`config.mk`:
```
export PLATFORM = sky130hd
export DESIGN_NAME = clock_step_ctrl
export DESIGN_NICKNAME = d
export VERILOG_FILES = /design/src/rtl/clock_step_ctrl_pkg.sv /design/src/rtl/btn_debounce.sv /design/src/rtl/clock_step_ctrl.sv
export SDC_FILE = /design/constraint.sdc
export NUM_CORES = 1
export LEC_CHECK = 0
export BUFFER_PORTS_ARGS = -buffer_cell sky130_fd_sc_hd__buf_2
export CAP_MARGIN = 0
export CORE_UTILIZATION = 60
export CTS_BUF_LIST = sky130_fd_sc_hd__clkbuf_4
export DETAILED_ROUTE_END_ITERATION = 10
export PLACE_DENSITY = 0.91
export RECOVER_POWER = 100
export SYNTH_ARGS = -nofsm -noshare
export SYNTH_HDL_FRONTEND = slang
export SYNTH_SLANG_ARGS = --single-unit
```
`constraint.sdc`:
```
create_clock -name clk -period 1.9 [get_ports clk]
set_clock_uncertainty 0.05 [all_clocks]
set_input_delay 0.475 -clock clk [delete_from_list [all_inputs] [get_ports clk]]
set_output_delay 0.475 -clock clk [all_outputs]
set_load 0.005 [all_outputs]
```
`src/rtl/clock_step_ctrl_pkg.sv`:
```
// Shared encodings and defaults for the front-panel clock controller.
// The FSM state encodings are fixed so that panel debug probes can decode them.
package clock_step_ctrl_pkg;

    localparam int DEFAULT_DEBOUNCE_CYCLES = 16;
    localparam int DEFAULT_CNT_W           = 5;

    typedef enum logic [1:0] {
        ST_HALTED = 2'd0,
        ST_RUN    = 2'd1,
        ST_STEP   = 2'd2
    } state_t;

endpackage

```
`src/rtl/btn_debounce.sv`:
```
// One panel button: two-flop synchronizer, stable-level debounce counter and
// a rising-edge detector that yields a single-cycle press pulse.
module btn_debounce #(
    parameter int DEBOUNCE_CYCLES = 16,
    parameter int CNT_W           = 5
) (
    input  logic clk,
    input  logic rst,
    input  logic btn_in,
    output logic stable,
    output logic press
);

    logic             s1;
    logic             s2;
    logic             stable_q;
    logic [CNT_W-1:0] cnt;

    always_ff @(posedge clk or posedge rst) begin
        if (rst) begin
            s1       <= 1'b0;
            s2       <= 1'b0;
            stable   <= 1'b0;
            stable_q <= 1'b0;
            cnt      <= '0;
        end else begin
            s1       <= btn_in;
            s2       <= s1;
            stable_q <= stable;
            // Any single cycle of agreement with the accepted level restarts the count.
            if (s2 == stable) begin
                cnt <= '0;
            end else if (cnt == CNT_W'(DEBOUNCE_CYCLES - 1)) begin
                stable <= s2;
                cnt    <= '0;
            end else begin
                cnt <= cnt + CNT_W'(1);
            end
        end
    end

    assign press = stable & ~stable_q;

endmodule

```
`src/rtl/clock_step_ctrl.sv`:
```
// Front-panel RUN/STEP control: debounces both buttons and runs the
// HALTED/RUN/STEP machine that gates the CPU clock enable.
module clock_step_ctrl
    import clock_step_ctrl_pkg::*;
#(
    parameter int DEBOUNCE_CYCLES = DEFAULT_DEBOUNCE_CYCLES,
    parameter int CNT_W           = DEFAULT_CNT_W
) (
    input  logic clk,
    input  logic rst,
    input  logic btn_run,
    input  logic btn_step,
    input  logic halt_req,
    output logic cpu_clk_en,
    output logic running
);

    localparam int NUM_BTN  = 2;
    localparam int BTN_RUN  = 0;
    localparam int BTN_STEP = 1;

    logic [NUM_BTN-1:0] btn;
    logic [NUM_BTN-1:0] stable;
    logic [NUM_BTN-1:0] press;
    logic               unused_stable;
    logic               run_press;
    logic               step_press;

    assign btn = {btn_step, btn_run};

    genvar g;
    generate
        for (g = 0; g < NUM_BTN; g++) begin : g_btn
            btn_debounce #(
                .DEBOUNCE_CYCLES (DEBOUNCE_CYCLES),
                .CNT_W           (CNT_W)
            ) u_db (
                .clk    (clk),
                .rst    (rst),
                .btn_in (btn[g]),
                .stable (stable[g]),
                .press  (press[g])
            );
        end
    endgenerate

    // Only the press edges drive the FSM; the levels are kept for probing.
    assign unused_stable = ^stable;
    assign run_press     = press[BTN_RUN];
    assign step_press    = press[BTN_STEP];

    state_t state;
    state_t state_nxt;

    always_ff @(posedge clk or posedge rst) begin
        if (rst) state <= ST_HALTED;
        else     state <= state_nxt;
    end

    always_comb begin
        state_nxt  = ST_HALTED;
        cpu_clk_en = 1'b0;
        running    = 1'b0;
        case (state)
            ST_HALTED: begin
                if (run_press)       state_nxt = ST_RUN;
                else if (step_press) state_nxt = ST_STEP;
                else                 state_nxt = ST_HALTED;
            end
            ST_RUN: begin
                // halt_req masks the enable on the same edge the CPU decodes HLT.
                cpu_clk_en = ~halt_req;
                running    = 1'b1;
                state_nxt  = (run_press | halt_req) ? ST_HALTED : ST_RUN;
            end
            ST_STEP: begin
                cpu_clk_en = 1'b1;
                state_nxt  = ST_HALTED;
            end
            default: state_nxt = ST_HALTED;
        endcase
    end

endmodule

```
-- After elaboration in Yosys (flattened, before gate mapping)
Cells that the tools add are included.
W data, S select, Z words.
- bits in registers: 20
- output and inout port bits: 2
- word-level logic and storage cells: 40
- add/subtract/negate cells: 2
- equal/unequal tests: 6
- mux-type cells: 10
- bitwise operators: 8
- reductions and logical operators: 3
- operator list (operator ; number):
    $mux W5 ; 4
    $add A5 B1 Y5 const B ; 2
    $eq A5 B4 Y1 const B ; 2
    $not A1 Y1 ; 5
    $mux W2 ; 2
    $pmux W2 S2 ; 1
    $reduce_and A2 Y1 ; 2
    $and A1 B1 Y1 ; 2
    $eq A1 B1 Y1 ; 2
    $eq A2 B1 Y1 const B ; 1
    $eq A2 B2 Y1 const B ; 1
    $logic_not A2 Y1 ; 1
    $mux W1 ; 2
    $pmux W1 S2 ; 1
    $or A1 B1 Y1 ; 1

-- Longest topological paths before layout
Gate-level depths: netlist of run 1.
- depth in word-level cells: 5
- gate-level depth with buffers: 4
- gate-level depth less buffers: 4

-- Hierarchy
Synthesis of run 1 repeated with hierarchy kept, for this count alone.
- cells, all modules: 68
- area total of the unflattened synthesis: 837.1 um2
- by module, submodules not included (module ; instances ; cells an instance ; area each (um2)):
    btn_debounce ; 2 ; 26 ; 342.8
    clock_step_ctrl ; 1 ; 16 ; 151.4

-- Least setup slack after synthesis of run 1
Ideal clock, no wire load.
- path kind: register to output
- from: register state[0]
- to: output cpu_clk_en
- data arrival time: 0.881 ns
- path slack: 0.494 ns
- stages on the path, launching flop included: 4
- path buffers: 0
- cell sequence: dfrtp_1 -> ha_1 -> nor2b_1 -> o21a_1
- cells in the longest elaborated chain, start to end: 2
- RTL lines (what ; RTL line ; RTL):
    from (decl) ; clock_step_ctrl.sv:52 ; state_t state;
    from (signal assigned) ; clock_step_ctrl.sv:57 ; else state <= state_nxt;
    $eq A2 B2 Y1 / $eq A2 B1 Y1 (equally long branches) ; clock_step_ctrl.sv:64 ; case (state)
    $pmux W1 S2 (*) ; clock_step_ctrl.sv:64 ;
    to (decl) ; clock_step_ctrl.sv:14 ; output logic cpu_clk_en,
Mark *: on every way between the ends. The rest lies on a longest branch, timed or not.

-- Worst setup path after layout of run 1
Ends and elaborated chain as after synthesis.

==> results of run 1 <==
final cells by class:
cell class	instances	area (sq um)	share of cell area, %
clock buffers	3	22.5	2.50
clock inverters	1	3.75	0.416
inverters	4	15.0	1.66
multi-input cells	40	302	33.4
flip-flops and latches	20	500	55.5
well taps	14	17.5	1.94
repair buffers	8	41.3	4.58
worst max-delay path: cells and delay by family, from the launching register on:
| family | cells | cell delay (ns) |
|---|---|---|
| compound gates | 1 | 0.11 |
| fa+ha+maj | 1 | 0.29 |
| buf+inv | 2 | 0.21 |
| flops | 1 | 0.42 |
logic make-up (layout without fill, tap and decap cells):
family	count (synthesis)	in the layout	synth area share, %
AOI/OAI and AO/OA	4	4	2.83
xor gates and xnor gates	6	6	6.59
and+or+nand+nor	22	22	13.7
DFF	20	20	62.8
buffers and inverters	4	16	1.88
muxes	2	2	2.83
adders and majority gates	6	6	9.42
placed cells by master, fill, tap and decap left out:
| cell | n |
|---|---|
| and3_1 | 2 |
| ha_4 | 1 |
| buf_4 | 1 |
| o21a_1 | 1 |
| inv_1 | 3 |
| buf_2 | 6 |
| xor2_1 | 6 |
| nor2b_1 | 1 |
| nor2b_4 | 1 |
| mux2_1 | 2 |
| o21ai_0 | 3 |
| nand3_1 | 4 |
| clkbuf_1 | 1 |
| clkbuf_4 | 3 |
| nor3_1 | 1 |
| nand2_1 | 2 |
| ha_1 | 5 |
| inv_2 | 1 |
| nand2b_1 | 1 |
| clkinv_1 | 1 |
| nor2_1 | 7 |
| dfrtp_1 | 20 |
| and2_0 | 3 |
stage by stage:
stage,util [%],setup TNS [ns]
finish,77.0,0
global route,77.0,-0.000308
CTS,75.0,0
detailed placement,72.8,0
global placement,72.8,0
floorplan,-,0
per-layer routing:
| layer | up-vias | part of all wire (%) | track usage (%) |
|---|---|---|---|
| met1 | 218 | 47 | 21.3 |
| met3 | 2 | 3.2 | 5.23 |
| met4 | 0 | 0.56 | 7.76 |
| met5 | - | 0 | 0 |
| met2 | 10 | 49 | 30.5 |
| li1 | 229 | - | - |
flip-flops by register name (all words and copies together), names as in the netlist:
signal               flops
g_btn.u_db.cnt          10
g_btn.u_db.s1            2
g_btn.u_db.s2            2
g_btn.u_db.stable        2
g_btn.u_db.stable_q      2
state                    2
power by group through the flow:
stage | registers (W) | clock network, W | logic [W]
2_1_floorplan | 0.000456 | 0 | 0.0000244
3_3_place_gp | 0.000457 | 0 | 0.0000338
3_5_place_dp | 0.000458 | 0 | 0.0000356
4_1_cts | 0.000450 | 0.000196 | 0.0000359
5_1_grt | 0.000451 | 0.000215 | 0.0000414
6_report | 0.000450 | 0.000193 | 0.0000346
what timing repair did:
action	CTS	global route
resized for setup	0	6
setup buffers	0	1
setup endpoints to repair	0	1
final timing paths:
kind / endpoint / start / cells after the start
max: cpu_clk_en / state[0] / 4
min: g_btn[1].u_db.s1 / btn_step / 1
max reg2reg: g_btn[1].u_db.stable / g_btn[1].u_db.cnt[0] / 4
min reg2reg: g_btn[0].u_db.s2 / g_btn[0].u_db.s1 / 0
max in group asynchronous: state[0] / rst / 3
min in group asynchronous: g_btn[1].u_db.stable / rst / 3
==> metrics.cfg, run 1 <==
[logic_synthesis]
synth_edf_count = 0
ys_top_cells_by_count = dfrtp_1, nor2_1, ha_1, xor2_1
synth_ff_type = dfrtp_1
synth_top_area_cell = dfrtp_1
ys_seq_area_share_pct = 62.8
synth_fp_nets = 75
ys_seq_elements = 20
ys_types = 16
syn-instance-count = 64
netlist_area_sq_um = 797
yosysMostFrequentCell = dfrtp_1
synth_top_area_share_pct = 62.8
syn_area_per_cell_sq_um = 12.5
synth_warnings = 0
synth-async-reset-ratio_pct = 100
synth_area_leaders = dfrtp_1, ha_1, xor2_1, nor2_1, mux2_1

[detailed_routing]
wirelength_um = 1070
first_pass_iters = 4
drt_iter0_drc = 10
final_antenna_net_count = 0
wire_per_inst_um = 11.8
drcViolationCount = 0
viasPerCell = 5.10
vias = 459

[cts]
clkLatencyLatePin_ns = 0.29
clkTransAtPathRegs_ns = 0.10
cts_tree = yes
root_buffer = clkbuf_4
cts_buffers = 3
hold_buffers = 0
cts.sinks = 20
cts.htree.levels = 1
clk_path_buf_depth = 2

[grt]
antenna_found_initial = 0
overflow = 0
grt_max_degree = 21
grt_pass1_vias = 462
grt_util_all_layers_pct = 18.0
grt_pass1_wl_um = 1720

[power]
p_sw_share_pct = 21.6
intPower_w = 0.000530
p_per_area_mw_per_mm2 = 750
p_seq_share_pct = 66.4
power_frac_clock_pct = 28.5
power_frac_comb_pct = 5.1
vdd_drop_max_mv = 0.551
total_power_w = 0.000677
power_switching_w = 0.000146
cellLeakagePower_nw = 0.476

[worst_setup_path]
arrival_ns = 1.32
cp_slowest_cell = dfrtp_1
worstPathMaxFanout = 3
critPathLaunchType = flip-flop
crit_type = reg2out
critPathCaptureType = primary output
critPathRequiredTime_ns = 1.37
crit_path_max_incr_delay_ns = 0.42
r2r_slack_ns = 0.59
worstPathCellList = inv_1 > ha_1 > o21a_1 > buf_2

[timing]
whs_ns = 0.233
min_period_ns = 1.84
hold_viol_final = 0
tightest_slew_ns = 1.01
setup_viol = 0
slew_headroom_pct = 32.8
period_share_pct = 97.0
fin_ws_ns = 0.0564
fmax_mhz = 542
slew_violations = 0

[flow_run]
maxCapViolations = 0

[layout]
fillers = 76
area_delta_synth_final_pct = 13.2
final_area_sq_um = 902
stdcell_count = 90
drive_gt1_share_pct = 17.1
num_antenna_cells = 0
fin_nets = 88

[place]
dpl.cell_count = 85
placement.io_buffers = 6
placed_area_sq_um = 852
place_congestion = 0.659
dp_slack_ns = 0.339
dp_hpwl_um = 813

[die]
die_w_um = 38.4
die_y_um = 38.4
coreArea_sq_mm = 0.00117
rows = 12
io_pins = 7
dieArea_sq_mm = 0.00148
start_util_pct = 68.1

[outcome]
status = finished, final reports clean

[hold_path]
hp-class = in2reg

Note: power is estimated with default switching activity, not from simulation.
==> run 2, diff against run 1 <==
- CORE_UTILIZATION: 60 -> 55
- PLACE_DENSITY: 0.91 -> 0.85
==> run 2 against run 1 <==
Net effect: sequential share of layout area up 0.86 points; non-clock buffer count unchanged; setup slack better by 0.035 ns; largest power group unchanged; combinational power down 3%; largest cell class unchanged; cell count up 1.1%; sequential cell count unchanged; via count down 2.0%.
==> metrics.cfg, run 2 (synthesis results as in run 1) <==
[layout]
fillers = 92  ; +21%
drive_gt1_share_pct = 17.1  ; unchanged
final_cell_mix = dfrtp_1, nor2_1, xor2_1, buf_2, ha_1
largest_register_ffs = 10  ; unchanged
multi_input_area_sq_um = 287  ; -5.0%
seqCellArea_sq_um = 500  ; unchanged
fin_nets = 88  ; unchanged
num_antenna_cells = 0  ; unchanged
largest-register = g_btn.u_db.cnt
final_common_cell = dfrtp_1
area_delta_synth_final_pct = 11.5

[detailed_routing]
wirelength_um = 1020  ; -4.1%
first_pass_iters = 2  ; -2
viasPerCell = 4.95  ; -3.0%
drcViolationCount = 0  ; unchanged
drt_iter0_drc = 5  ; -5
wire_per_inst_um = 11.2  ; -5.2%
vias = 450  ; -2.0%
final_antenna_net_count = 0  ; unchanged

[grt]
grt_max_degree = 21  ; unchanged
antenna_found_initial = 0  ; unchanged
overflow = 0  ; unchanged
grt_pass1_wl_um = 1730  ; +0.41%
grt_util_all_layers_pct = 17.0  ; -1.1 points
grt_pass1_vias = 463  ; +0.22%

[die]
io_pins = 7  ; unchanged
coreArea_sq_mm = 0.00132  ; +13%
start_util_pct = 60.5  ; -7.6 points
rows = 13  ; +1
die_y_um = 40.1  ; +4.2%
dieArea_sq_mm = 0.00161  ; +8.6%
die_w_um = 40.1  ; +4.2%

[worst_setup_path]
critPathCaptureType = primary output
critPathLaunchType = flip-flop
crit_type = reg2out
critPathRequiredTime_ns = 1.37  ; about the same
arrival_ns = 1.28  ; -0.04 ns
worstPathMaxFanout = 3  ; unchanged

[timing]
min_period_ns = 1.81  ; -0.0352 ns
slew_headroom_pct = 32.1  ; -0.63 points
hold_viol_final = 0  ; unchanged
fmax_mhz = 553  ; +1.9%
tns_ns = 0  ; unchanged
setup_viol = 0  ; unchanged
whs_ns = 0.235  ; +0.00232 ns
tightest_slew_ns = 1.02  ; +0.00950 ns
rsz0062_at_grt = no
period_share_pct = 95.2  ; -1.9 points
slew_violations = 0  ; unchanged

[power]
p_per_area_mw_per_mm2 = 760  ; +1.3%
vdd_drop_max_mv = 0.501  ; -9.1%
cellLeakagePower_nw = 0.474  ; -0.36%
total_power_w = 0.000675  ; -0.26%

[place]
place_congestion = 0.655  ; -0.61%
dp_hpwl_um = 734  ; -9.7%
placement.io_buffers = 6  ; unchanged

[cts]
cts_buffers = 3  ; unchanged
root_buffer = clkbuf_4
clkLatencyLatePin_ns = 0.29  ; about the same
cts_tree = yes
clk_path_buf_depth = 2  ; unchanged
cts.htree.levels = 1  ; unchanged
clkTransAtPathRegs_ns = 0.10  ; about the same
cts.sinks = 20  ; unchanged

[flow_run]
maxCapViolations = 0  ; unchanged

[hold_path]
hp-class = in2reg

[outcome]
status = finished, final reports clean

run 2: cell type report:
| type | count | area share, % |
|---|---|---|
| sequential | 20 | 56.3 |
| multi-input combinational | 40 | 32.3 |
| timing repair buffer | 8 | 4.65 |
| clock buffer | 3 | 2.54 |
| tap | 15 | 2.11 |
| inverter | 4 | 1.69 |
| clock inverter | 1 | 0.423 |
run 2: what timing repair did:
item,in CTS,in global routing
hold buffers,0,0
setup endpoints to repair,0,1
buffers inserted,0,1
gates resized for setup,0,3
run 2: worst max-delay path, cell delays in order (launching register included):
cell and delay (ns):
dfrtp_1 0.37, inv_2 0.05, ha_2 0.16, nor2b_2 0.14, o21a_1 0.15, buf_2 0.12
run 2: path summary, 6_finish.rpt:
check / from / end / slack [ns] / depth (start not counted)
worst max register to register: g_btn[1].u_db.cnt[0] / g_btn[1].u_db.stable / 0.61 / 4
worst max-delay path: state[1] / cpu_clk_en / 0.09 / 5
worst min register to register: g_btn[0].u_db.s1 / g_btn[0].u_db.s2 / 0.31 / 0
max in group asynchronous: rst / g_btn[0].u_db.cnt[2] / 0.76 / 3
min in group asynchronous: rst / g_btn[1].u_db.s1 / 0.42 / 3
worst min-delay path: btn_step / g_btn[1].u_db.s1 / 0.24 / 1
run 2: per-stage QoR:
| stage | cell area [sq um] | worst slack, ns | cells | utilization, % |
|---|---|---|---|---|
| floorplan | 797 | 0.494 | 64 | - |
| global placement | 853 | 0.414 | 86 | 64.8 |
| detailed placement | 853 | 0.394 | 86 | 64.8 |
| CTS | 880 | 0.0640 | 90 | 66.8 |
| global route | 888 | 0.000366 | 91 | 67.4 |
| finish | 888 | 0.0916 | 91 | 67.4 |
run 2: power by group:
part	leakage, nW	internal [W]	switching, W
clock	0.0154	0.0000762	0.000115
combinational	0.194	0.0000139	0.0000196
sequential	0.265	0.000440	0.00000997
total	0.474	0.000530	0.000145
run 2: per-layer routing:
layer | routed length (um) | global-route usage, % | vias up
met1 | 506 | 20.4 | 210
met5 | 0 | 0 | -
met3 | 30 | 3.33 | 2
met4 | 12 | 10.3 | 0
li1 | - | - | 229
met2 | 471 | 27.8 | 9
==> run 3, diff against run 2 <==
- MAX_ROUTING_LAYER: not set -> met4
- SETUP_SLACK_MARGIN: not set -> 0.05
==> run 3 against run 2 <==
Net effect: total power barely moved; clock-buffer cell count did not move; routed wire length rose by 4.2%; cell area rose by 2.5%; hold slack did not move.
==> metrics.cfg, run 3 (synthesis results as in run 1) <==
[timing]
fin_ws_ns = 0.0810  ; -0.0106 ns
setup_viol = 0  ; unchanged
slew_headroom_pct = 32.0  ; -0.10 points
fmax_mhz = 550  ; -0.58%
slew_violations = 0  ; unchanged
min_period_ns = 1.82  ; +0.0106 ns
hold_viol_final = 0  ; unchanged
rsz0062_at_grt = yes
period_share_pct = 95.7  ; +0.56 points
tightest_slew_ns = 1.02  ; +0.00153 ns

[detailed_routing]
first_pass_iters = 2  ; unchanged
viasPerCell = 4.96  ; +0.23%
final_antenna_net_count = 0  ; unchanged
vias = 456  ; +1.3%
wire_per_inst_um = 11.6  ; +3.1%
drcViolationCount = 0  ; unchanged
wirelength_um = 1060  ; +4.2%
drt_iter0_drc = 5  ; unchanged

[power]
power_frac_clock_pct = 28.3  ; about the same
p_seq_share_pct = 66.6  ; about the same
power_frac_comb_pct = 5.0  ; about the same
power_switching_w = 0.000145  ; +0.37%
vdd_drop_max_mv = 0.501  ; about the same
p_per_area_mw_per_mm2 = 742  ; -2.4%
intPower_w = 0.000530  ; about the same
p_sw_share_pct = 21.5  ; +0.059 points
cellLeakagePower_nw = 0.481  ; +1.4%

[layout]
num_antenna_cells = 0  ; unchanged
final_common_cell = dfrtp_1
fin_nets = 89  ; +1.1%
largest_register_ffs = 10  ; unchanged
stdcell_count = 92  ; +1.1%
final_area_sq_um = 911  ; +2.5%
final_cell_mix = dfrtp_1, nor2_1, xor2_1, buf_2, ha_1
largest-register = g_btn.u_db.cnt
area_delta_synth_final_pct = 14.3
drive_gt1_share_pct = 18.2  ; +1.1 points

[hold_path]
hp-class = in2reg

[outcome]
status = finished, final reports clean

[die]
die_w_um = 40.1  ; unchanged
rows = 13  ; unchanged
die_y_um = 40.1  ; unchanged
start_util_pct = 60.5  ; unchanged
coreArea_sq_mm = 0.00132  ; unchanged
io_pins = 7  ; unchanged
dieArea_sq_mm = 0.00161  ; unchanged

[cts]
clkLatencyLatePin_ns = 0.29  ; about the same
clkTransAtPathRegs_ns = 0.10  ; about the same
cts_buffers = 3  ; unchanged
cts.htree.levels = 1  ; unchanged
cts_tree = yes
root_buffer = clkbuf_4
hold_buffers = 0  ; unchanged
cts.sinks = 20  ; unchanged
clk_path_buf_depth = 2  ; unchanged

[worst_setup_path]
arrival_ns = 1.29  ; about the same
critPathRequiredTime_ns = 1.37  ; about the same
cp_slowest_cell = dfrtp_1
crit_path_max_incr_delay_ns = 0.42  ; +0.05 ns
r2r_slack_ns = 0.61  ; about the same
worstPathCellList = inv_1 > ha_1 > o21a_1 > buf_2
critPathLaunchType = flip-flop
critPathCaptureType = primary output
worstPathMaxFanout = 3  ; unchanged
crit_type = reg2out

[grt]
grt_pass1_wl_um = 1730  ; unchanged
overflow = 0  ; unchanged
grt_pass1_vias = 463  ; unchanged
grt_util_all_layers_pct = 17.5  ; +0.50 points
antenna_found_initial = 0  ; unchanged
grt_max_degree = 21  ; unchanged

[place]
dpl.cell_count = 86  ; unchanged
placement.io_buffers = 6  ; unchanged
dp_hpwl_um = 734  ; unchanged
dp_slack_ns = 0.394  ; unchanged
placed_area_sq_um = 853  ; unchanged
place_congestion = 0.661  ; +0.90%

[flow_run]
maxCapViolations = 0  ; unchanged

run 3: cell count changes in the layout (fill, tap and decap cells not counted), sizes merged:
cell,before,now
buf,6,8
clkbuf,5,4
run 3: area by class of cell:
class	instances	area (sq um)
Inverter	4	15.0
Clock inverter	1	3.75
Tap cell	15	18.8
Fill cell	90	407
Sequential cell	20	500
Clock buffer	3	22.5
Timing Repair Buffer	9	48.8
Multi-Input combinational cell	40	302
run 3: path summary, 6_finish.rpt:
| kind | from | endpoint | cells after the start |
|---|---|---|---|
| hold reg to reg | g_btn[0].u_db.s1 | g_btn[0].u_db.s2 | 0 |
| max in group asynchronous | rst | g_btn[0].u_db.cnt[2] | 3 |
| hold / removal | btn_step | g_btn[1].u_db.s1 | 1 |
| setup reg to reg | g_btn[1].u_db.cnt[0] | g_btn[1].u_db.stable | 4 |
| setup / recovery | state[0] | cpu_clk_en | 4 |
| min in group asynchronous | rst | g_btn[1].u_db.s1 | 3 |
run 3: repair_timing:
action                                  CTS  global route
setup buffers                             0             2
gates resized for setup                   0             5
endpoints found under the setup margin    0             1
run 3: routing by layer:
metal,wire (um),track usage (%),vias to the layer above
met5,0,-,-
met4,12,10.3,0
met3,33,3.33,2
met2,507,27.8,9
met1,510,20.4,214
li1,-,-,231
run 3: power groups by stage:
stage,combinational (W),clock (W),sequential [W]
CTS,0.0000355,0.000198,0.000450
global route,0.0000417,0.000218,0.000453
floorplan,0.0000244,0,0.000456
detailed placement,0.0000353,0,0.000458
finish,0.0000341,0.000191,0.000450
global placement,0.0000340,0,0.000457
run 3: stage by stage:
stage                     hold WS, ns  utilization (%)  TNS (ns)  power (W)
after CTS                       0.136             66.8         0   0.000684
after global routing            0.212             69.1  -0.00590   0.000713
final                           0.235             69.1         0   0.000676
after floorplan                 0.281                -         0   0.000480
after detailed placement        0.295             64.8         0   0.000494
after global placement          0.284             64.8         0   0.000491
run 3: critical path: cells and delay by family (launching register included):
kind / cells / cell delay (ns)
DFF: 1 / 0.42
buffers and inverters: 2 / 0.21
AOI/OAI and AO/OA: 1 / 0.10
adders and majority gates: 1 / 0.29
